===== config.mk =====
export PLATFORM = sky130hd
export DESIGN_NAME = md_stall_ctrl
export DESIGN_NICKNAME = d
export VERILOG_FILES = /design/src/rtl/md_stall_ctrl_pkg.sv /design/src/rtl/md_latency_counter.sv /design/src/rtl/md_stall_ctrl.sv
export SDC_FILE = /design/constraint.sdc
export NUM_CORES = 1
export LEC_CHECK = 0
export BUFFER_PORTS_ARGS = -buffer_cell sky130_fd_sc_hd__buf_2
export CORE_AREA = 8 8 45 47
export DETAILED_ROUTE_END_ITERATION = 10
export DIE_AREA = 0 0 53 55
export PLACE_DENSITY = 0.76
export SYNTH_ARGS = -nofsm -noshare
export SYNTH_HDL_FRONTEND = slang
export SYNTH_SLANG_ARGS = --single-unit

===== constraint.sdc =====
create_clock -name clk -period 3.7 [get_ports clk]
set_input_delay 0.37 -clock clk [delete_from_list [all_inputs] [get_ports clk]]
set_output_delay 0.37 -clock clk [all_outputs]
set_load 0.005 [all_outputs]

===== src/rtl/md_stall_ctrl_pkg.sv =====
// Shared constants for the MUL/DIV stall controller: FSM encoding, kind
// encoding, default latencies and pipeline-register enable levels.
package md_stall_ctrl_pkg;

  localparam logic [0:0] MD_IDLE = 1'b0;
  localparam logic [0:0] MD_BUSY = 1'b1;

  localparam logic MD_KIND_MUL = 1'b0;
  localparam logic MD_KIND_DIV = 1'b1;

  localparam int MD_MUL_CYCLES_DEF = 4;
  localparam int MD_DIV_CYCLES_DEF = 33;

  // Levels for pipeline-register write enables
  localparam logic STOP          = 1'b0;
  localparam logic WRITE_ENABLED = 1'b1;

  // Counter width: holds LAT-2 of the longer operation, never below 1 bit
  function automatic int md_cnt_width(input int a, input int b);
    int m;
    m = (a > b) ? a : b;
    return (m <= 2) ? 1 : $clog2(m);
  endfunction

endpackage


===== src/rtl/md_latency_counter.sv =====
// Down-counter tracking remaining freeze cycles of a MUL/DIV in EX.
// Load has priority over decrement; the count saturates at zero.
module md_latency_counter #(
  parameter int W = 6
) (
  input  logic         clk,
  input  logic         rst,
  input  logic         load,
  input  logic         dec,
  input  logic [W-1:0] load_val,
  output logic         zero
);

  logic [W-1:0] cnt_q, cnt_d;

  // Next count: load, else decrement while non-zero
  always_comb begin
    cnt_d = cnt_q;
    if (load)                  cnt_d = load_val;
    else if (dec && cnt_q != '0) cnt_d = cnt_q - W'(1);
  end

  // Count register, cleared by reset
  always_ff @(posedge clk) begin
    if (rst) cnt_q <= '0;
    else     cnt_q <= cnt_d;
  end

  assign zero = (cnt_q == '0);

endmodule


===== src/rtl/md_stall_ctrl.sv =====
// Pipeline sequencing controller: holds MUL/DIV in EX for a fixed latency
// (freezing PC, IF/ID, ID/EX and bubbling EX/MEM) and, when the macro
// MD_LOAD_USE_STALL_EN is defined, inserts a one-cycle load-use bubble
// into ID/EX. Without the macro the load-use term is constant 0.
module md_stall_ctrl
  import md_stall_ctrl_pkg::*;
#(
  parameter int MUL_CYCLES = MD_MUL_CYCLES_DEF,
  parameter int DIV_CYCLES = MD_DIV_CYCLES_DEF
) (
  input  logic       clk,
  input  logic       rst,
  input  logic [4:0] id_rs_addr,
  input  logic [4:0] id_rt_addr,
  input  logic       id_rs_used,
  input  logic       id_rt_used,
  input  logic [4:0] exe_rf_waddr,
  input  logic       exe_rf_wena,
  input  logic       exe_load,
  input  logic       exe_mul_ena,
  input  logic       exe_div_ena,
  output logic       pc_wena,
  output logic       if_id_wena,
  output logic       id_ex_wena,
  output logic       id_ex_stall,
  output logic       ex_mem_bubble,
  output logic       md_start,
  output logic       md_busy,
  output logic       md_done
);

  localparam int CW = md_cnt_width(MUL_CYCLES, DIV_CYCLES);
  localparam logic [CW-1:0] MUL_LOAD = CW'(MUL_CYCLES - 2);
  localparam logic [CW-1:0] DIV_LOAD = CW'(DIV_CYCLES - 2);

  logic [0:0]    state_q, state_d;
  logic          kind_q, kind_d;
  logic          cnt_load, cnt_dec, cnt_zero;
  logic [CW-1:0] cnt_load_val;
  logic          freeze, load_use;
  logic          start_c, busy_c, done_c;

  md_latency_counter #(.W(CW)) u_cnt (
    .clk      (clk),
    .rst      (rst),
    .load     (cnt_load),
    .dec      (cnt_dec),
    .load_val (cnt_load_val),
    .zero     (cnt_zero)
  );

  // MD sequencing: IDLE detects a MUL/DIV in EX, BUSY counts down to done
  always_comb begin
    state_d      = state_q;
    kind_d       = kind_q;
    cnt_load     = 1'b0;
    cnt_dec      = 1'b0;
    cnt_load_val = MUL_LOAD;
    start_c      = 1'b0;
    busy_c       = 1'b0;
    done_c       = 1'b0;
    freeze       = 1'b0;
    case (state_q)
      MD_IDLE: begin
        if (exe_mul_ena | exe_div_ena) begin
          start_c      = 1'b1;
          busy_c       = 1'b1;
          freeze       = 1'b1;
          cnt_load     = 1'b1;
          // DIV wins when both enables are high
          cnt_load_val = exe_div_ena ? DIV_LOAD : MUL_LOAD;
          kind_d       = exe_div_ena ? MD_KIND_DIV : MD_KIND_MUL;
          state_d      = MD_BUSY;
        end
      end
      MD_BUSY: begin
        busy_c = 1'b1;
        if (!cnt_zero) begin
          freeze  = 1'b1;
          cnt_dec = 1'b1;
        end else begin
          // Last EX cycle: the instruction advances at this edge
          done_c  = 1'b1;
          state_d = MD_IDLE;
        end
      end
      default: state_d = MD_IDLE;
    endcase
  end

  // FSM and kind registers; reset returns to IDLE even mid-operation
  always_ff @(posedge clk) begin
    if (rst) begin
      state_q <= MD_IDLE;
      kind_q  <= MD_KIND_MUL;
    end else begin
      state_q <= state_d;
      kind_q  <= kind_d;
    end
  end

  // Kind is kept for observability/debug; nothing downstream consumes it
  logic unused_kind;
  assign unused_kind = kind_q;

`ifdef MD_LOAD_USE_STALL_EN
  // Load in EX whose destination is read by the instruction in ID
  always_comb begin
    load_use = exe_load & exe_rf_wena & (exe_rf_waddr != 5'd0) &
               ((id_rs_used & (id_rs_addr == exe_rf_waddr)) |
                (id_rt_used & (id_rt_addr == exe_rf_waddr)));
  end
`else
  assign load_use = 1'b0;
  logic unused_lu;
  assign unused_lu = ^{id_rs_addr, id_rt_addr, id_rs_used, id_rt_used,
                       exe_rf_waddr, exe_rf_wena, exe_load};
`endif

  // Output mux: reset forcing > MD freeze > load-use > normal flow
  always_comb begin
    pc_wena       = WRITE_ENABLED;
    if_id_wena    = WRITE_ENABLED;
    id_ex_wena    = WRITE_ENABLED;
    id_ex_stall   = 1'b0;
    ex_mem_bubble = 1'b0;
    md_start      = 1'b0;
    md_busy       = 1'b0;
    md_done       = 1'b0;
    if (!rst) begin
      md_start = start_c;
      md_busy  = busy_c;
      md_done  = done_c;
      if (freeze) begin
        pc_wena       = STOP;
        if_id_wena    = STOP;
        id_ex_wena    = STOP;
        ex_mem_bubble = 1'b1;
      end else if (load_use) begin
        pc_wena     = STOP;
        if_id_wena  = STOP;
        id_ex_stall = 1'b1;
      end
    end
  end

endmodule

Yosys cells after proc, flatten, opt, wreduce, memory -nomap -nowiden
Cells that the tools add are included.
{"block": "op_classes", "add_sub_neg": 1, "n_mul": 0, "n_div": 0, "n_lt_le_gt_ge": 0, "eq_ne": 0, "shifts": 0, "muxes": 20, "bitwise": 2, "reduce_logical": 4}
{"cell": "5-bit 2-to-1 mux", "count": 3}
{"cell": "1-bit 2-to-1 mux", "count": 13}
{"cell": "6-bit 2-to-1 mux", "count": 2}
{"cell": "6-bit logical NOT", "count": 1}
{"cell": "6-bit nonzero test", "count": 1}
{"cell": "6-bit by 1-bit subtractor with 6-bit output (second input constant)", "count": 1}
{"cell": "1-bit case mux with 2 select lines", "count": 2}
{"cell": "2-bit nonzero test", "count": 1}
{"cell": "1-bit logical AND", "count": 1}
{"cell": "1-bit NOT", "count": 1}
{"cell": "1-bit bitwise OR", "count": 1}
{"block": "word_totals", "reg_bits": 7, "latch_bits": 0, "mem_bits_rw": 0, "romBits": 0, "inputBits": 23, "output_inout_bits": 8, "elab_cells": 29, "mem_count": 0}

Depth between registers and ports, before layout
Gate-level depths: netlist (run 1).
{"block": "logic_depth", "word_depth": 6, "mapped_depth": 6, "ltp_nobuf": 6}

Cells and area by module
Synthesis (run 1) repeated with hierarchy kept, for this count alone.
{"block": "unflattened", "hier_cells": 61, "area_unflattened_um2": 510.5}
{"module": "md_latency_counter", "n_inst": 1, "cells_per_inst": 42, "area_each_um2": 371.6, "seq_area_each_um2": 120.1}
{"module": "md_stall_ctrl", "n_inst": 1, "cells_per_inst": 19, "area_each_um2": 138.9, "seq_area_each_um2": 20.0}

Worst setup path after synthesis (run 1)
OpenSTA, ideal clock, no wires.
{"block": "synth_path", "kind": "register to output", "start": "reg u_cnt.cnt_q[0]", "end": "out if_id_wena", "t_arrival_ns": 1.413, "setup_slack_ns": 1.917, "path_stages_with_launch": 7, "n_path_buf": 1, "cell_sequence": "dfxtp_1 -> inv_1 -> ha_1 -> and4bb_4 -> a211oi_2 -> inv_1 -> buf_4"}
{"block": "synth_via", "elab_chain_len": 5}
{"element": "start, declared", "line_no": "md_latency_counter.sv:14", "source": "logic [W-1:0] cnt_q, cnt_d;"}
{"element": "start signal, assigned", "line_no": "md_latency_counter.sv:26", "source": "else cnt_q <= cnt_d;"}
{"element": "6-bit logical NOT", "line_no": "md_latency_counter.sv:29", "source": "assign zero = (cnt_q == '0);"}
{"element": "1-bit 2-to-1 mux", "line_no": "md_stall_ctrl.sv:78", "source": "if (!cnt_zero) begin"}
{"element": "1-bit case mux with 2 select lines", "line_no": "md_stall_ctrl.sv:63", "source": "case (state_q)"}
{"element": "1-bit 2-to-1 mux (2 in a row)"}
{"element": "end, declared", "line_no": "md_stall_ctrl.sv:23", "source": "output logic if_id_wena,"}
No other way between the ends.

Final worst setup path (run 1)
{"block": "layout_path", "start": "reg u_cnt.cnt_q[0]", "end": "out pc_wena"}
{"block": "layout_via", "elab_chain_len": 5}
{"element": "6-bit logical NOT", "line_no": "md_latency_counter.sv:29"}
{"element": "1-bit 2-to-1 mux", "line_no": "md_stall_ctrl.sv:78"}
{"element": "1-bit case mux with 2 select lines", "line_no": "md_stall_ctrl.sv:63"}
{"element": "1-bit 2-to-1 mux", "line_no": "md_stall_ctrl.sv:134", "source": "if (freeze) begin"}
{"element": "1-bit 2-to-1 mux", "line_no": "md_stall_ctrl.sv:130", "source": "if (!rst) begin"}
{"element": "end, declared", "line_no": "md_stall_ctrl.sv:22", "source": "output logic pc_wena,"}
No other way between the ends.

==> metrics.md, run 1 <==
| Metric | Value |
|---|---|
| Final RePlAce weighted congestion | 0.794 |
| Worst Skew | 0.00933 ns |
| DP Area | 519 um^2 |
| Pwr/cell area | 513 nW/um^2 |
| Worst Reg-to-Reg Cells | 6 |
| TNS Setup | 0 ns |
| Gr busiest metal | met2 |
| Final Util | between 30% and 40% |
| Global-route wire length before repair | 1.55 mm |
| FF-to-FF setup slack | 1.97 ns |
| Min-delay src | rst |
| CP required | 3.33 ns |
| Synthesized instance count | 56 |
| Clock sink count | 7 |
| Crit path max-delay family | flip-flops |
| Post-CTS setup buffer count | 0 |
| CTS clock-pin slew for the worst setup and hold paths | 0.05 ns |
| H-tree Lvls | 1 |
| Number of inserted diodes | 0 |
| Synth cell types | 29 |
| Cts repair resizes | 0 |
| Row cnt | 14 |
| Synth Net Count | approximately 80 |
| Num CTS Buffers | 3 |
| Initial Utilization | 34.4% |
| Netlist Area Pre-Place | about 480 um^2 |
| Die Ht | 55 um |
| Die X | 53 um |
| Arr. time, crit path | between 1.5 and 2 ns |
| Status | completed |
| GRT Util Overall | 7.01% |
| Crit-path cells | inv_1, ha_1, and4bb_4, a211oi_2, inv_1, buf_2 |
| Die footprint | a little under 3000 um^2 |
| Min Tclk post-route | 2.12 ns |
| Syn-to-layout area delta | 14.7% |
| Worst Tran Pin Value | 0.571 ns |
| I/O pin count | 31 |
| DR vias | 424 |
| Dpl ws | roughly 1.9 ns |
| Leak | roughly 0.22 nW |
| GR met3 Demand/Resource | 2.67% |
| Post-CTS Hold Buffers | 0 |
| Hold path depth | 2 |
| RSZ-0062 raised after global routing | false |
| Max VDD drop | 0.000158 V |
| Hold Path End | u_cnt.cnt_q[0] |
| Max Root-Sink Buffers | 2 |
| CP dominant cell by count | inv_1 |
| Initial antenna violation count | 0 |
| CP Capture Type | primary output |
| Seq/Total Area, Yosys | approximately 30% |
| Fin crit share | about 57% |
| Setup violations, final | 0 |
| DRT iter0 DRCs | 8 |
| Clk root buf | clkbuf_4 |
| Reg2reg end | u_cnt.cnt_q[5] |
| Core Area | 1380 um^2 |
| Latest clock arrival within the worst-skew pair | between 0.2 and 0.3 ns |
| Slew Limit Headroom | 61.9% |
| CP Launch Type | flip-flop |
| Avg Inst Size Synth | 8.49 um^2 |
| Buf+Inv Stages, Crit Path | 3 |
| First-pass DRT Iterations | 4 |
| Final net count | 92 |
| Final WL | 976 um |
| Post-route cell area | 546 um^2 |
| Worst path slowest cell | dfxtp_1 |
| Vias in the first global route | 360 |
| Worst-path maximum fanout | 5 |
| Drt via density | 5.17 |
| Port Buffer Count | 10 |
| Setup WS post-layout | 1.58 ns |
| DR WL/cell | 11.9 um |
| Met1 Use GR | 7.63% |
| Met2 usage | a little under an eighth |
| Aggregate global routing overflow | 0 |
| CTS tree | yes |
| Final Slew Violations | 0 |
| Fmax | 0.472 GHz |
| Largest net degree at the start of global routing | 12 |
| Critical path's largest stage delay | around 0.38 ns |
| Layout cells sized above 1 | 34.8% |
| Yosys warns | 0 |
| Detailed Place HPWL | 762 um |
| Final hold violations | 0 |
| WS Path Type | reg2out |
| Worst reg2reg startpoint | u_cnt.cnt_q[0] |
| DRT antenna net count | 0 |
| Hold Path Class | in2reg |
| # DRC | 0 |
| Yosys reg bits | 7 |
| Max-cap violation count | 0 |
-- power by group --
group / switching (mW) / internal (mW) / leakage [nW] / total, mW
clock: 0.0293 / 0.0412 / 0.0150 / 0.0705
sequential: 0.0132 / 0.0890 / 0.0581 / 0.102
combinational: 0.0603 / 0.0467 / 0.148 / 0.107
-- routing by layer --
| layer | wire (um) | share of wire, % |
|---|---|---|
| met4 | 20 | 2.0 |
| met3 | 40 | 4.1 |
| met5 | 0 | 0 |
| met2 | 487 | 50 |
| met1 | 428 | 44 |
-- cell families after synthesis --
kind of cell             Yosys count  synth area share [%]
AND/OR/NAND/NOR                   20                  26.8
AO/OA/AOI/OAI                     17                  28.2
buffers and inverters              9                  9.47
flip-flops                         7                  29.5
adder cells (fa/ha/maj)            2                  5.26
other                              1                 0.789
-- worst reg2reg max path, cell delays in order (launching register included) --
cell and delay, ns:
dfxtp_1 0.38, inv_1 0.09, ha_1 0.20, and4bb_4 0.23
a21oi_4 0.19, or3b_1 0.37, a211oi_2 0.21
-- how the worst max path moves through the flow --
| stage | start | end | depth (start not counted) |
|---|---|---|---|
| after global routing | u_cnt.cnt_q[0] | if_id_wena | 6 |
| after CTS | u_cnt.cnt_q[0] | pc_wena | 6 |
| after detailed placement | u_cnt.cnt_q[0] | pc_wena | 6 |
| after global placement | u_cnt.cnt_q[0] | id_ex_wena | 6 |
| final | u_cnt.cnt_q[0] | pc_wena | 6 |
| after floorplan | u_cnt.cnt_q[0] | if_id_wena | 6 |
-- through the flow --
step / std cells / hold slack (ns) / total power [mW]
6_report: 82 / 0.440 / 0.280
5_1_grt: 82 / 0.442 / 0.300
4_1_cts: 82 / 0.435 / 0.284
3_5_place_dp: 78 / 0.498 / 0.211
3_3_place_gp: 78 / 0.493 / 0.208
2_1_floorplan: 56 / 0.469 / 0.188
-- placed cells by master, fill, tap and decap left out, drive strengths merged --
cell	instances
buf	10
nor2	9
dfxtp	7
inv	5
a21oi	4
clkbuf	4
a211oi	4
nor3	3
o21ai	3
nor2b	2
ha	2
and4bb	1
nand2	1
o21ba	1
nand3	1
or3b	1
o2bb2ai	1
o22ai	1
and2	1
a31oi	1
o21bai	1
nor4	1
a311oi	1
conb	1
-- synthesized netlist by cell type, drive strengths merged --
library cell,instances,area share [%]
nor2,9,8.2
dfxtp,7,29
inv,5,3.9
a211oi,4,8.4
a21oi,4,6.6
buf,3,4.7
nor3,3,5.3
o21ai,3,3.2
ha,2,5.3
nor2b,2,2.6
a311oi,1,1.8
a31oi,1,1.3
and2,1,1.3
and4bb,1,3.4
clkbuf,1,0.79
conb,1,0.79
nand2,1,0.79
nand3,1,2.1
nor4,1,1.3
o21ba,1,2.1
o21bai,1,1.6
o22ai,1,1.3
o2bb2ai,1,1.8
or3b,1,1.8
-- registers in the layout (all words and copies together), names as in the netlist --
signal and count:
state_q 1, u_cnt.cnt_q 6
-- layout make-up --
class	instances	area, um^2
clock buffers	4	26.3
fillers	140	838
inverters	5	18.8
multi-input cells	40	290
flip-flops and latches	7	140
well taps	16	20.0
repair buffers	10	50.0
Power figures use the tool's default switching activity.
==> run 2, diff against run 1 <==
- clock period: 3.7 -> 2 ns (I/O delays scaled with it)
==> run 2 against run 1 <==
Net effect: final cell count did not move; combinational power rose by 92%; largest cell class unchanged; power rose by 87%; utilization rose by 0.54 points; design area rose by 1.4%; worst setup slack got worse by 1.5 ns; non-clock buffer count did not move; clock power rose by 84%; sequential share of layout area fell by 0.35 points; register-to-register slack got worse by 1.7 ns; first-iteration DRC count fell by 13%; sequential power rose by 85%.
==> metrics.md, run 2 (synthesized netlist as in run 1, its figures left out) <==
| Metric | Value |
|---|---|
| CP Capture Type | primary output |
| Final RePlAce weighted congestion | 0.794 (unchanged) |
| Initial antenna violation count | 0 (unchanged) |
| Fmax | around 0.53 GHz |
| H-tree Lvls | 1 (unchanged) |
| Crit-path cells | inv_1, ha_1, and4bb_4, a211oi_4, inv_1, buf_2 |
| Status | completed |
| Max Root-Sink Buffers | 2 (unchanged) |
| Slew Limit Headroom | 62.0% (+0.070 points) |
| Post-CTS setup buffer count | 0 (unchanged) |
| Final Slew Violations | 0 (unchanged) |
| Num CTS Buffers | 3 (unchanged) |
| Final net count | 92 (unchanged) |
| Clk root buf | clkbuf_4 |
| DR vias | 420 (-0.94%) |
| Drt via density | 5.12 (-0.94%) |
| CP required | 1.80 ns (-1.53 ns) |
| CP Launch Type | flip-flop |
| Crit path max-delay family | flip-flops |
| Global-route wire length before repair | 1.55 mm (unchanged) |
| Reg2reg end | u_cnt.cnt_q[5] |
| Worst Tran Pin Value | 0.570 ns (-0.00106 ns) |
| Max VDD drop | 0.000296 V (+88%) |
| Worst-path maximum fanout | 5 (unchanged) |
| Setup violations, final | 0 (unchanged) |
| GRT Util Overall | 7.01% (unchanged) |
| Leak | 0.222 nW (+0.42%) |
| Port Buffer Count | 10 (unchanged) |
| CP dominant cell by count | inv_1 |
| I/O pin count | 31 (unchanged) |
| Die X | 53 um (unchanged) |
| Final Util | 40.0% (+0.54 points) |
| CTS clock-pin slew for the worst setup and hold paths | 0.05 ns (about the same) |
| First-pass DRT Iterations | 4 (unchanged) |
| Min Tclk post-route | 1.88 ns |
| Layout cells sized above 1 | 34.8% (unchanged) |
| Fin crit share | 93.8% |
| Initial Utilization | 34.4% (unchanged) |
| RSZ-0062 raised after global routing | false |
| Worst Skew | 0.00886 ns (-0.000472 ns) |
| Core Area | 1380 um^2 (unchanged) |
| Final WL | 988 um (+1.2%) |
| DRT iter0 DRCs | 7 (-1) |
| Critical path endpoint | pc_wena |
| Max-cap violation count | 0 (unchanged) |
| TNS Setup | 0 ns (unchanged) |
| Number of inserted diodes | 0 (unchanged) |
| Critical Path Stages | 6 (unchanged) |
| Clock sink count | 7 (unchanged) |
| Critical path's largest stage delay | 0.38 ns (about the same) |
| Row cnt | 14 (unchanged) |
| # DRC | 0 (unchanged) |
| CTS tree | yes |
| WS Path Type | reg2out |
| Die Ht | 55 um (unchanged) |
| Top Registers | u_cnt.cnt_q x6, state_q x1 |
| Worst setup path startpoint | u_cnt.cnt_q[0] |
| Commonest non-fill, non-tap cells in the layout | buf_2 (10), nor2_1 (7), dfxtp_1 (7) |
| Worst path slowest cell | dfxtp_1 |
| Max reg flops | 6 (unchanged) |
| Hold Path Class | in2reg |
| Die footprint | 2920 um^2 (unchanged) |
| Buf+Inv Stages, Crit Path | 3 (unchanged) |
| Worst reg2reg startpoint | u_cnt.cnt_q[0] |
| FF-to-FF setup slack | 0.27 ns (-1.70 ns) |
| Largest net degree at the start of global routing | 12 (unchanged) |
| DRT antenna net count | 0 (unchanged) |
| Worst Reg-to-Reg Cells | 6 (unchanged) |
| Latest clock arrival within the worst-skew pair | 0.25 ns (about the same) |
| Detailed Place HPWL | 762 um (unchanged) |
| Aggregate global routing overflow | 0 (unchanged) |
| Commonest non-fill, non-tap cell in the layout | buf_2 |
| Vias in the first global route | 360 (unchanged) |
| Largest Register | u_cnt.cnt_q |
| Final hold violations | 0 (unchanged) |
| Arr. time, crit path | 1.68 ns (-0.07 ns) |
| DR WL/cell | 12.0 um (+1.2%) |
| Pwr/cell area | 947 nW/um^2 (+85%) |
| Syn-to-layout area delta | 16.3% |
run 2: cell count changes in the layout (fill, tap and decap cells not counted):
cell / previous run / this run
a211oi_2: 2 / 1
a211oi_4: 0 / 1
run 2: worst min-delay path by stage:
stage              startpoint             end  slack (ns)  cells after the start
2_1_floorplan             rst  u_cnt.cnt_q[2]        0.40                      3
3_3_place_gp   u_cnt.cnt_q[4]  u_cnt.cnt_q[4]        0.49                      2
3_5_place_dp   u_cnt.cnt_q[4]  u_cnt.cnt_q[4]        0.50                      2
4_1_cts                   rst  u_cnt.cnt_q[0]        0.27                      2
5_1_grt                   rst  u_cnt.cnt_q[0]        0.28                      2
6_report                  rst  u_cnt.cnt_q[0]        0.29                      2
run 2: worst reg2reg max path, delay by kind of cell (launching register included):
| kind | cells | cell delay (ns) |
|---|---|---|
| AO/OA/AOI/OAI | 2 | 0.40 |
| adder cells (fa/ha/maj) | 1 | 0.20 |
| buffers and inverters | 1 | 0.09 |
| flip-flops | 1 | 0.38 |
| AND/OR/NAND/NOR | 2 | 0.61 |
run 2: power breakdown:
group	switching (mW)	leakage, nW	internal [mW]
Combinational	0.116	0.149	0.0885
Clock	0.0537	0.0150	0.0762
Sequential	0.0245	0.0581	0.165
Total	0.194	0.222	0.329
run 2: area by class of cell:
type / count / area [um^2]
sequential: 7 / 140
fill: 139 / 831
timing repair buffer: 10 / 50.0
clock buffer: 4 / 26.3
multi-input combinational: 40 / 298
inverter: 5 / 18.8
tap: 16 / 20.0
run 2: per-stage QoR:
stage	setup WS (ns)	total power, mW	std cells	hold WS, ns	instance area [um^2]
floorplan	0.377	0.349	56	0.404	475
global placement	0.303	0.384	78	0.493	519
detailed placement	0.285	0.390	78	0.498	519
CTS	0.0605	0.526	82	0.265	546
global route	0.0357	0.562	82	0.281	553
finish	0.124	0.524	82	0.288	553
run 2: timing repair:
action | 4_1_cts | 5_1_grt
gates resized for setup | 0 | 1
setup endpoints to repair | 0 | 3
hold buffers | 0 | 0
run 2: metal layers:
| metal | vias to the layer above | GRT usage, % | wire length (um) |
|---|---|---|---|
| li1 | 214 | - | - |
| met1 | 195 | 7.63 | 434 |
| met2 | 11 | 11.5 | 511 |
| met3 | 0 | 2.67 | 41 |
| met4 | 0 | 3.88 | 0 |
| met5 | - | 0 | 0 |
